`config.mk`:
```
export PLATFORM = sky130hd
export DESIGN_NAME = route_demux4
export DESIGN_NICKNAME = d
export VERILOG_FILES = /design/src/rtl/route_demux4_pkg.sv /design/src/rtl/demux_lane_fifo.sv /design/src/rtl/route_demux4.sv
export SDC_FILE = /design/constraint.sdc
export NUM_CORES = 1
export LEC_CHECK = 0
export ABC_AREA = 0
export CORE_ASPECT_RATIO = 1.25
export CORE_MARGIN = 2
export CORE_UTILIZATION = 30
export CTS_CLUSTER_DIAMETER = 50
export DETAILED_ROUTE_END_ITERATION = 8
export SLEW_MARGIN = 15
export SYNTH_ARGS = -nofsm -noshare
export SYNTH_HDL_FRONTEND = slang
export SYNTH_SLANG_ARGS = --single-unit
```
`constraint.sdc`:
```
create_clock -name clk -period 8.1 [get_ports clk]
set_input_delay 1.62 -clock clk [delete_from_list [all_inputs] [get_ports clk]]
set_output_delay 1.62 -clock clk [all_outputs]
set_load 0.03 [all_outputs]
```
`src/rtl/route_demux4_pkg.sv`:
```
// Shared lane constants and sizing helper for the route_demux4 slice.
package route_demux4_pkg;

    localparam int NUM_LANES = 4;

    localparam logic [1:0] LANE_A = 2'd0;
    localparam logic [1:0] LANE_B = 2'd1;
    localparam logic [1:0] LANE_C = 2'd2;
    localparam logic [1:0] LANE_D = 2'd3;

    // Bits needed to count 0..depth entries.
    function automatic int lvl_w(input int depth);
        return $clog2(depth + 1);
    endfunction

endpackage

```
`src/rtl/demux_lane_fifo.sv`:
```
// One consumer lane: small FIFO with a registered head word so the output
// keeps showing the last head after the lane drains.
module demux_lane_fifo
    import route_demux4_pkg::*;
#(
    parameter int WIDTH = 32,
    parameter int DEPTH = 2
) (
    input  logic                      clk,
    input  logic                      rst_n,
    input  logic                      flush,
    input  logic                      push,
    input  logic [WIDTH-1:0]          push_data,
    input  logic                      pop,
    output logic [WIDTH-1:0]          head_data,
    output logic                      valid,
    output logic [lvl_w(DEPTH)-1:0]   level,
    output logic                      full
);

    localparam int LW = lvl_w(DEPTH);
    localparam int PW = $clog2(DEPTH);

    logic [WIDTH-1:0] mem_q [DEPTH];
    logic [PW-1:0]    rd_ptr_q, rd_ptr_d;
    logic [PW-1:0]    wr_ptr_q, wr_ptr_d;
    logic [LW-1:0]    level_q, level_d;
    logic [LW-1:0]    kept;
    logic [WIDTH-1:0] head_q, head_d;
    logic             push_ok, pop_ok;

    assign valid     = (level_q != '0);
    assign full      = (level_q == LW'(DEPTH));
    assign level     = level_q;
    assign head_data = head_q;

    assign push_ok = push & ~full;
    assign pop_ok  = pop & valid;

    always_comb begin
        rd_ptr_d = rd_ptr_q + PW'(pop_ok);
        wr_ptr_d = wr_ptr_q + PW'(push_ok);
        kept     = level_q - LW'(pop_ok);
        level_d  = kept + LW'(push_ok);
        head_d   = head_q;
        // Older entries survive the pop: next head comes from RAM; otherwise
        // the incoming word becomes the head directly.
        if (kept != '0) begin
            head_d = mem_q[rd_ptr_d];
        end else if (push_ok) begin
            head_d = push_data;
        end
    end

    always_ff @(posedge clk) begin
        if (!rst_n) begin
            rd_ptr_q <= '0;
            wr_ptr_q <= '0;
            level_q  <= '0;
            head_q   <= '0;
        end else if (flush) begin
            rd_ptr_q <= '0;
            wr_ptr_q <= '0;
            level_q  <= '0;
        end else begin
            rd_ptr_q <= rd_ptr_d;
            wr_ptr_q <= wr_ptr_d;
            level_q  <= level_d;
            head_q   <= head_d;
        end
    end

    always_ff @(posedge clk) begin
        if (rst_n && !flush && push_ok) begin
            mem_q[wr_ptr_q] <= push_data;
        end
    end

endmodule

```
`src/rtl/route_demux4.sv`:
```
// 1-to-4 routing demux: steers one producer stream into four independent
// lane FIFOs selected by in_sel.
module route_demux4
    import route_demux4_pkg::*;
#(
    parameter int WIDTH = 32,
    parameter int DEPTH = 2
) (
    input  logic                                clk,
    input  logic                                rst_n,
    input  logic                                flush,
    input  logic [WIDTH-1:0]                    in_data,
    input  logic [1:0]                          in_sel,
    input  logic                                in_valid,
    output logic                                in_ready,
    output logic [NUM_LANES*WIDTH-1:0]          out_data,
    output logic [NUM_LANES-1:0]                out_valid,
    input  logic [NUM_LANES-1:0]                out_ready,
    output logic [NUM_LANES*lvl_w(DEPTH)-1:0]   lane_level
);

    localparam int LW = lvl_w(DEPTH);

    logic [NUM_LANES-1:0][WIDTH-1:0] lane_head;
    logic [NUM_LANES-1:0][LW-1:0]    lane_lvl;
    logic [NUM_LANES-1:0]            lane_full;
    logic [NUM_LANES-1:0]            push_vec;

    // Ready looks only at the selected lane's registered fullness.
    assign in_ready = rst_n & ~flush & ~lane_full[in_sel];

    for (genvar k = 0; k < NUM_LANES; k++) begin : g_lane
        assign push_vec[k] = in_valid & in_ready & (in_sel == 2'(k));

        demux_lane_fifo #(
            .WIDTH (WIDTH),
            .DEPTH (DEPTH)
        ) u_lane (
            .clk       (clk),
            .rst_n     (rst_n),
            .flush     (flush),
            .push      (push_vec[k]),
            .push_data (in_data),
            .pop       (out_ready[k]),
            .head_data (lane_head[k]),
            .valid     (out_valid[k]),
            .level     (lane_lvl[k]),
            .full      (lane_full[k])
        );
    end

    assign out_data   = lane_head;
    assign lane_level = lane_lvl;

endmodule

```
==> results of run 1 <==
[cells in the mapped netlist (all sizes together), types with 8 or more instances]
cell,count,area share [%]
a21oi,256,6.8
a31oi,128,4.2
and2,9,0.30
buf,43,1.5
clkbuf,130,2.7
dfxtp,144,15
edfxtp,256,41
ha,8,0.53
inv,10,0.20
nand2,256,5.1
nand2b,261,8.6
nand3,88,2.3
nand4b,40,1.9
nor2,17,0.34
nor2b,26,0.86
o21ai,260,7.0
xnor2,12,0.56
[power by group through the flow]
stage	clock network [mW]	logic, mW	registers [mW]
2_1_floorplan	0	0.0928	2.26
3_3_place_gp	0	0.263	2.24
3_5_place_dp	0	0.266	2.24
4_1_cts	2.03	0.267	2.20
5_1_grt	2.10	0.279	2.20
6_report	2.00	0.269	2.20
[state kept, by name, indices dropped and copies added, names as in the netlist]
name,count
g_lane.u_lane.head_data,128
g_lane.u_lane.rd_ptr_q,4
g_lane.u_lane.level,8
g_lane.u_lane.mem_q,256
g_lane.u_lane.wr_ptr_q,4
[critical path, stage by stage]
cell,delay [ps]
clkdlybuf4s50_1,540
inv_1,250
mux4_2,520
and2_1,170
clkdlybuf4s50_1,590
[per-stage QoR]
step           std cells  utilization [%]  hold slack (ps)  total power [mW]
4_1_cts             2940            36.81            503.2             4.498
3_5_place_dp        2861            34.51            487.1             2.511
3_3_place_gp        2861            34.51            487.9             2.507
5_1_grt             2940            36.81            519.2             4.584
2_1_floorplan       1971                -            497.1             2.355
6_report            2941            36.82            500.6             4.472
[routing by layer]
metal / vias up / GRT usage [%] / wire length (um)
met5: - / 0 / 19
met4: 4 / 9.918 / 3181
met3: 112 / 5.420 / 6360
met2: 656 / 31.35 / 30460
met1: 7822 / 24.77 / 26700
li1: 7235 / - / -
[kinds of logic (layout without fill, tap and decap cells)]
| kind of cell | count (synthesis) | count (layout) | synth area share (%) |
|---|---|---|---|
| mux | 1 | 1 | 0.1190 |
| simple gates | 707 | 707 | 19.81 |
| flops | 400 | 400 | 55.88 |
| buf+inv | 187 | 324 | 4.432 |
| other cells | 0 | 1 | 0 |
| fa+ha+maj | 8 | 8 | 0.5292 |
| xor+xnor | 16 | 16 | 0.7408 |
| compound gates | 652 | 652 | 18.49 |
[final cells by class]
class / instances / area [um^2] / share of cell area, %
Tap cell: 832 / 1041 / 4.549
Clock buffer: 59 / 1227 / 5.364
Multi-Input combinational cell: 1384 / 7585 / 33.15
Inverter: 14 / 57.56 / 0.2515
Timing Repair Buffer: 231 / 2187 / 9.558
Antenna cell: 1 / 2.502 / 0.01094
Clock inverter: 20 / 207.7 / 0.9076
Sequential cell: 400 / 10580 / 46.21
[placed cells by master, fill, tap and decap left out, drive strengths merged]
master / n
nand2b: 261
o21ai: 260
nand2: 256
a21oi: 256
edfxtp: 256
clkdlybuf4s50: 181
dfxtp: 144
a31oi: 128
nand3: 88
clkbuf: 59
buf: 50
nand4b: 40
nor2b: 26
nor2: 17
inv: 14
clkinv: 14
xnor2: 12
and2: 9
ha: 8
and3: 4
or2: 4
xor2: 4
o21ba: 4
a311oi: 4
clkinvlp: 3
bufinv: 3
diode: 1
and4b: 1
and4bb: 1
mux4: 1
[worst min-delay path by stage]
stage | to | cells after the start | start
floorplan | g_lane[3].u_lane.wr_ptr_q | 2 | g_lane[3].u_lane.wr_ptr_q
global placement | g_lane[0].u_lane.head_data[19] | 2 | g_lane[0].u_lane.head_data[19]
detailed placement | g_lane[0].u_lane.head_data[28] | 2 | g_lane[0].u_lane.head_data[28]
CTS | g_lane[0].u_lane.head_data[27] | 2 | g_lane[0].u_lane.head_data[27]
global route | g_lane[1].u_lane.head_data[28] | 2 | g_lane[1].u_lane.head_data[28]
finish | g_lane[1].u_lane.head_data[28] | 2 | g_lane[1].u_lane.head_data[28]
==> flow_summary.html, run 1 <==
<table>
<tr><th>Metric</th><th>Value</th></tr>
<tr><th colspan="2">Global routing</th></tr>
<tr><td>Global Route Usage Sum</td><td>19.77%</td></tr>
<tr><td>Maximum number of pins on one net before global-route repair</td><td>130</td></tr>
<tr><td>Grt ovf</td><td>0</td></tr>
<tr><td>Number of antenna violations at the first check in global routing</td><td>2</td></tr>
<tr><td>Vias in the first global route</td><td>15,389</td></tr>
<tr><td>First-pass GRT wire length</td><td>97,580 um</td></tr>
<tr><th colspan="2">Routing</th></tr>
<tr><td>Count of TritonRoute iterations in the first routing pass</td><td>5</td></tr>
<tr><td>Vias after detailed routing</td><td>15,829</td></tr>
<tr><td>Final WL</td><td>66,710 um</td></tr>
<tr><td>Antenna viol nets, final</td><td>0</td></tr>
<tr><td>Via count normalized by instance count</td><td>5.382</td></tr>
<tr><td>1st-iter DRT viols</td><td>1,400</td></tr>
<tr><td>Average detailed-routed wire length per instance</td><td>22.68 um</td></tr>
<tr><td>DRC Markers</td><td>0</td></tr>
<tr><th colspan="2">Timing</th></tr>
<tr><td>Finish-stage setup viols</td><td>0</td></tr>
<tr><td>Total negative setup slack</td><td>0 ps</td></tr>
<tr><td>Unrepaired setup endpoints after global routing</td><td>no</td></tr>
<tr><td>Fmax</td><td>188.1 MHz</td></tr>
<tr><td>Shortest clock period the worst path allows after layout</td><td>5316 ps</td></tr>
<tr><td>Post-route setup slack</td><td>2784 ps</td></tr>
<tr><td>Relative slew slack</td><td>20.54%</td></tr>
<tr><td>Transition time at the pin with the least slew margin</td><td>1187 ps</td></tr>
<tr><td>Clock skew after layout</td><td>27.92 ps</td></tr>
<tr><td>Final count of pins violating max slew</td><td>0</td></tr>
<tr><td>Final Hold Vio Count</td><td>0</td></tr>
<tr><td>Portion of the clock cycle consumed by the worst path in the final layout</td><td>65.63%</td></tr>
<tr><th colspan="2">Logic synthesis</th></tr>
<tr><td>Number of enable-type register cells in the synthesized netlist</td><td>256</td></tr>
<tr><td>Unique cell type count in the Yosys netlist</td><td>31</td></tr>
<tr><td>Synthesized area</td><td>18,920 um^2</td></tr>
<tr><td>Register area share after synthesis</td><td>55.88%</td></tr>
<tr><td>Synthesized netlist net count</td><td>2,021</td></tr>
<tr><td>Most used flip-flop cell after synthesis</td><td>edfxtp_1</td></tr>
<tr><td>Number of warning messages in the yosys log</td><td>0</td></tr>
<tr><td>Fraction of registers with async set or reset after synthesis</td><td>0%</td></tr>
<tr><td>Post-synthesis sequential element count</td><td>400</td></tr>
<tr><td>Mean area per synthesized cell</td><td>9.598 um^2</td></tr>
<tr><td>Synthesized netlist cell count</td><td>1,971</td></tr>
<tr><th colspan="2">Worst setup path</th></tr>
<tr><td>Crit path capture type</td><td>output port</td></tr>
<tr><td>End point of the critical path</td><td>in_ready</td></tr>
<tr><td>Critical Path Fanout Max</td><td>5</td></tr>
<tr><td>Reg-to-Reg End</td><td>g_lane[2].u_lane.head_data[20]</td></tr>
<tr><td>Worst reg2reg path startpoint</td><td>g_lane[2].u_lane.level[1]</td></tr>
<tr><td>Setup slack, reg-to-reg</td><td>4410 ps</td></tr>
<tr><td>FF-to-FF path depth</td><td>7</td></tr>
<tr><td>Crit path from</td><td>in_sel[1]</td></tr>
<tr><td>Crit Path Class</td><td>primary input to output port</td></tr>
<tr><td>WP data arrival</td><td>3700 ps</td></tr>
<tr><td>Startpoint kind of the worst setup timing path</td><td>primary input</td></tr>
<tr><td>WP data required</td><td>6480 ps</td></tr>
<tr><th colspan="2">Layout</th></tr>
<tr><td>Design area</td><td>22,880 um^2</td></tr>
<tr><td>Number of nets in the finished design</td><td>2,124</td></tr>
<tr><td>Fillers</td><td>6,175</td></tr>
<tr><td>Layout area overhead</td><td>20.97%</td></tr>
<tr><td>Share of layout cells above drive strength 1</td><td>7.116%</td></tr>
<tr><th colspan="2">CTS</th></tr>
<tr><td>Clk slew on worst S/H paths</td><td>50 ps</td></tr>
<tr><td>H-tree depth reported by CTS</td><td>2</td></tr>
<tr><td>Root Buffer Master</td><td>clkbuf_16</td></tr>
<tr><td>Clock Sinks</td><td>400</td></tr>
<tr><td>Hold buffers post-CTS</td><td>0</td></tr>
<tr><td>Number of CTS-inserted buffers</td><td>43</td></tr>
<tr><td>Post-cts resize count</td><td>0</td></tr>
<tr><td>Worst-skew pair later-pin latency</td><td>560 ps</td></tr>
<tr><td>Buffer depth of the longest clock path</td><td>3</td></tr>
<tr><td>Number of buffers added for setup after CTS</td><td>0</td></tr>
<tr><td>Clock tree from TritonCTS</td><td>built</td></tr>
<tr><th colspan="2">Place</th></tr>
<tr><td>Setup slack after placement</td><td>2793 ps</td></tr>
<tr><td>Post-Place Cell Area</td><td>21,450 um^2</td></tr>
<tr><td>Post-DP HPWL</td><td>40,380 um</td></tr>
<tr><td>Final weighted congestion in routability-driven placement</td><td>0.7768</td></tr>
<tr><td>Port bufs</td><td>182</td></tr>
<tr><th colspan="2">Run status</th></tr>
<tr><td>Status</td><td>finished, final reports clean</td></tr>
<tr><th colspan="2">Power and ir drop</th></tr>
<tr><td>Net Sw Power</td><td>1.044 mW</td></tr>
<tr><td>Power per Cell Area</td><td>195.4 nW/um^2</td></tr>
<tr><td>Part of the total power dissipated in sequential elements</td><td>49.2%</td></tr>
<tr><td>Switching portion of total power</td><td>23.35%</td></tr>
<tr><td>Worst supply voltage drop on vdd</td><td>0.1176 mV</td></tr>
<tr><td>Leakage power</td><td>7.122 nW</td></tr>
<tr><td>Combinational share of power</td><td>6.0%</td></tr>
<tr><td>Power Internal</td><td>3.428 mW</td></tr>
<tr><td>Clock power share</td><td>44.8%</td></tr>
<tr><th colspan="2">Floorplan</th></tr>
<tr><td>DIE WIDTH</td><td>228.6 um</td></tr>
<tr><td>Die Ht</td><td>284.8 um</td></tr>
<tr><td>Die Area</td><td>65,090 um^2</td></tr>
<tr><td>Number of placement rows</td><td>102</td></tr>
<tr><td>Initial core utilization</td><td>30.44%</td></tr>
<tr><td>Area inside the core boundary</td><td>62,150 um^2</td></tr>
<tr><td>Total I/O pin count</td><td>183</td></tr>
<tr><th colspan="2">Worst hold path</th></tr>
<tr><td>Worst min-delay path class</td><td>flip-flop to flip-flop</td></tr>
<tr><th colspan="2">Job</th></tr>
<tr><td>MaxCap Viol Count</td><td>0</td></tr>
</table>
(Power assumes the default switching activity.)
==> run 2: changes to the inputs <==
==> constraint.sdc (replaced) <==
create_clock -name clk -period 5.2 [get_ports clk]
set_input_delay 1.04 -clock clk [delete_from_list [all_inputs] [get_ports clk]]
set_output_delay 1.04 -clock clk [all_outputs]
set_load 0.03 [all_outputs]
==> run 2 against run 1 <==
  * Wire length rose by 0.62%
  * Cell count grew 0.27%
  * Sequential share of layout area about the same
  * Clock power up 52%
  * Critical endpoint unchanged
  * Highest routed layer is now met4
==> flow_summary.html, run 2 (synthesis gave the netlist of run 1 again) <==
<table>
<tr><th>Metric</th><th>Value</th></tr>
<tr><th colspan="2">CTS</th></tr>
<tr><td>Clk slew on worst S/H paths</td><td>60 ps (about the same)</td></tr>
<tr><td>Clock Sinks</td><td>400 (unchanged)</td></tr>
<tr><td>Hold buffers post-CTS</td><td>0 (unchanged)</td></tr>
<tr><td>Worst-skew pair later-pin latency</td><td>570 ps (about the same)</td></tr>
<tr><td>Number of CTS-inserted buffers</td><td>43 (unchanged)</td></tr>
<tr><td>H-tree depth reported by CTS</td><td>2 (unchanged)</td></tr>
<tr><td>Buffer depth of the longest clock path</td><td>3 (unchanged)</td></tr>
<tr><td>Post-cts resize count</td><td>0 (unchanged)</td></tr>
<tr><td>Clock tree from TritonCTS</td><td>built</td></tr>
<tr><td>Number of buffers added for setup after CTS</td><td>0 (unchanged)</td></tr>
<tr><td>Root Buffer Master</td><td>clkbuf_16</td></tr>
<tr><th colspan="2">Worst setup path</th></tr>
<tr><td>Setup slack, reg-to-reg</td><td>2260 ps (-2150 ps)</td></tr>
<tr><td>Critical Path Fanout Max</td><td>5 (unchanged)</td></tr>
<tr><td>FF-to-FF path depth</td><td>8 (+1)</td></tr>
<tr><td>WP data required</td><td>4160 ps (-2320 ps)</td></tr>
<tr><td>Worst reg2reg path startpoint</td><td>g_lane[3].u_lane.level[1]</td></tr>
<tr><td>Reg-to-Reg End</td><td>g_lane[3].u_lane.head_data[10]</td></tr>
<tr><td>Crit path capture type</td><td>output port</td></tr>
<tr><td>Startpoint kind of the worst setup timing path</td><td>primary input</td></tr>
<tr><td>Crit Path Class</td><td>primary input to output port</td></tr>
<tr><td>WP data arrival</td><td>3120 ps (-580 ps)</td></tr>
<tr><th colspan="2">Place</th></tr>
<tr><td>Final weighted congestion in routability-driven placement</td><td>0.8174 (+5.2%)</td></tr>
<tr><td>Inst Count DP</td><td>2,870 (+0.31%)</td></tr>
<tr><td>Post-Place Cell Area</td><td>21,500 um^2 (+0.26%)</td></tr>
<tr><td>Post-DP HPWL</td><td>40,980 um (+1.5%)</td></tr>
<tr><td>Port bufs</td><td>182 (unchanged)</td></tr>
<tr><th colspan="2">Timing</th></tr>
<tr><td>Total negative setup slack</td><td>0 ps (unchanged)</td></tr>
<tr><td>Worst hold slack</td><td>503.8 ps (+3.231 ps)</td></tr>
<tr><td>Transition time at the pin with the least slew margin</td><td>1229 ps (+41.33 ps)</td></tr>
<tr><td>Fmax</td><td>240.1 MHz</td></tr>
<tr><td>Relative slew slack</td><td>17.92% (-2.6 points)</td></tr>
<tr><td>Clock skew after layout</td><td>21.62 ps (-6.304 ps)</td></tr>
<tr><td>Unrepaired setup endpoints after global routing</td><td>no</td></tr>
<tr><td>Shortest clock period the worst path allows after layout</td><td>4165 ps</td></tr>
<tr><td>Portion of the clock cycle consumed by the worst path in the final layout</td><td>80.09%</td></tr>
<tr><td>Final count of pins violating max slew</td><td>0 (unchanged)</td></tr>
<tr><td>Finish-stage setup viols</td><td>0 (unchanged)</td></tr>
<tr><td>Final Hold Vio Count</td><td>0 (unchanged)</td></tr>
<tr><th colspan="2">Worst hold path</th></tr>
<tr><td>Worst min-delay path class</td><td>flip-flop to flip-flop</td></tr>
<tr><td>Capture endpoint of the worst hold path</td><td>g_lane[1].u_lane.head_data[28]</td></tr>
<tr><td>Hold Crit Depth</td><td>2 (unchanged)</td></tr>
<tr><td>Hold path startpoint</td><td>g_lane[1].u_lane.head_data[28]</td></tr>
<tr><th colspan="2">Global routing</th></tr>
<tr><td>First-pass GRT wire length</td><td>96,720 um (-0.88%)</td></tr>
<tr><td>Grt ovf</td><td>0 (unchanged)</td></tr>
<tr><td>Global Route Usage Sum</td><td>19.76% (about the same)</td></tr>
<tr><td>Vias in the first global route</td><td>14,860 (-3.4%)</td></tr>
<tr><td>Maximum number of pins on one net before global-route repair</td><td>130 (unchanged)</td></tr>
<tr><td>Number of antenna violations at the first check in global routing</td><td>2 (unchanged)</td></tr>
<tr><th colspan="2">Layout</th></tr>
<tr><td>Leading cell type in the layout, fill and taps excluded</td><td>nand2b_1</td></tr>
<tr><td>Register with the most flip-flops</td><td>g_lane.u_lane.mem_q</td></tr>
<tr><td>Fillers</td><td>6,123 (-0.84%)</td></tr>
<tr><td>Design area</td><td>22,880 um^2 (about the same)</td></tr>
<tr><td>Layout area overhead</td><td>20.96% (about the same)</td></tr>
<tr><td>Number of nets in the finished design</td><td>2,133 (+0.42%)</td></tr>
<tr><td>Commonest cells after routing, fill and taps aside</td><td>nand2b_1 (261), nand2_1 (256), a21oi_1 (256), edfxtp_1 (256), o21ai_0 (213)</td></tr>
<tr><td>Number of flip-flops in the largest register</td><td>256 (unchanged)</td></tr>
<tr><td>Number of standard cells in the layout, taps in and fillers out</td><td>2,949 (+0.27%)</td></tr>
<tr><td>Share of layout cells above drive strength 1</td><td>7.369% (+0.25 points)</td></tr>
<tr><td>Antenna diode count</td><td>0 (-1)</td></tr>
<tr><th colspan="2">Floorplan</th></tr>
<tr><td>Initial core utilization</td><td>30.44% (unchanged)</td></tr>
<tr><td>Total I/O pin count</td><td>183 (unchanged)</td></tr>
<tr><td>Die Ht</td><td>284.8 um (unchanged)</td></tr>
<tr><td>DIE WIDTH</td><td>228.6 um (unchanged)</td></tr>
<tr><td>Area inside the core boundary</td><td>62,150 um^2 (unchanged)</td></tr>
<tr><td>Die Area</td><td>65,090 um^2 (unchanged)</td></tr>
<tr><td>Number of placement rows</td><td>102 (unchanged)</td></tr>
<tr><th colspan="2">Routing</th></tr>
<tr><td>DRC Markers</td><td>0 (unchanged)</td></tr>
<tr><td>Count of TritonRoute iterations in the first routing pass</td><td>5 (unchanged)</td></tr>
<tr><td>Final WL</td><td>67,130 um (+0.62%)</td></tr>
<tr><td>1st-iter DRT viols</td><td>1,690 (+21%)</td></tr>
<tr><td>Vias after detailed routing</td><td>15,871 (+0.27%)</td></tr>
<tr><td>Average detailed-routed wire length per instance</td><td>22.76 um (+0.34%)</td></tr>
<tr><td>Via count normalized by instance count</td><td>5.382 (about the same)</td></tr>
<tr><td>Antenna viol nets, final</td><td>0 (unchanged)</td></tr>
<tr><th colspan="2">Power and ir drop</th></tr>
<tr><td>Power per Cell Area</td><td>300.8 nW/um^2 (+54%)</td></tr>
<tr><td>Worst supply voltage drop on vdd</td><td>0.2663 mV (+130%)</td></tr>
<tr><td>Leakage power</td><td>7.136 nW (+0.19%)</td></tr>
<tr><th colspan="2">Job</th></tr>
<tr><td>MaxCap Viol Count</td><td>0 (unchanged)</td></tr>
<tr><th colspan="2">Run status</th></tr>
<tr><td>Status</td><td>finished, final reports clean</td></tr>
</table>
run 2: cell types whose count changed in the layout (fill, tap and decap cells not counted), moves of 2 or more:
| cell | previous run | this run |
|---|---|---|
| buf_4 | 50 | 58 |
| clkbuf_1 | 8 | 10 |
| clkbuf_8 | 7 | 4 |
| clkinv_4 | 0 | 2 |
| inv_6 | 4 | 2 |
| nor2_2 | 1 | 4 |
| nor2_4 | 3 | 0 |
run 2: cell type report:
type	instances	area [um^2]	area share, %
clock buffers	58	1194	5.217
clock inverters	21	187.7	0.8202
inverters	14	55.05	0.2406
multi-input cells	1384	7562	33.05
flip-flops and latches	400	10580	46.22
well taps	832	1041	4.549
repair buffers	240	2267	9.908
run 2: report_power, final:
group | internal (mW) | switching [mW]
combinational | 0.120 | 0.302
clock | 1.72 | 1.31
sequential | 3.41 | 0.0230
run 2: layer usage:
metal	global-route usage (%)	wire (um)
met1	25.60	27460
met2	31.28	30620
met3	4.620	5974
met4	9.167	3074
met5	0	0
run 2: metrics by stage:
step / utilization, % / setup WS (ps) / power (mW)
floorplan: - / 1379 / 3.669
global placement: 34.59 / 1037 / 3.908
finish: 36.82 / 1035 / 6.883
global route: 36.82 / 943.1 / 7.057
detailed placement: 34.59 / 1034 / 3.915
CTS: 36.82 / 1026 / 6.905
run 2: worst max path at each step:
| stage | from | to | slack [ps] | cells past startpoint |
|---|---|---|---|---|
| floorplan | flush | g_lane[1].u_lane.mem_q[0][0] | 1380 | 6 |
| global placement | in_sel[1] | in_ready | 1040 | 5 |
| detailed placement | in_sel[1] | in_ready | 1030 | 5 |
| CTS | in_sel[1] | in_ready | 1030 | 5 |
| global route | in_sel[1] | in_ready | 940 | 5 |
| finish | in_sel[1] | in_ready | 1040 | 5 |
run 2: worst max-delay path, cell delays in order:
cell	delay [ps]
clkdlybuf4s50_1	550
inv_1	250
mux4_2	530
and2_1	170
clkdlybuf4s50_1	580
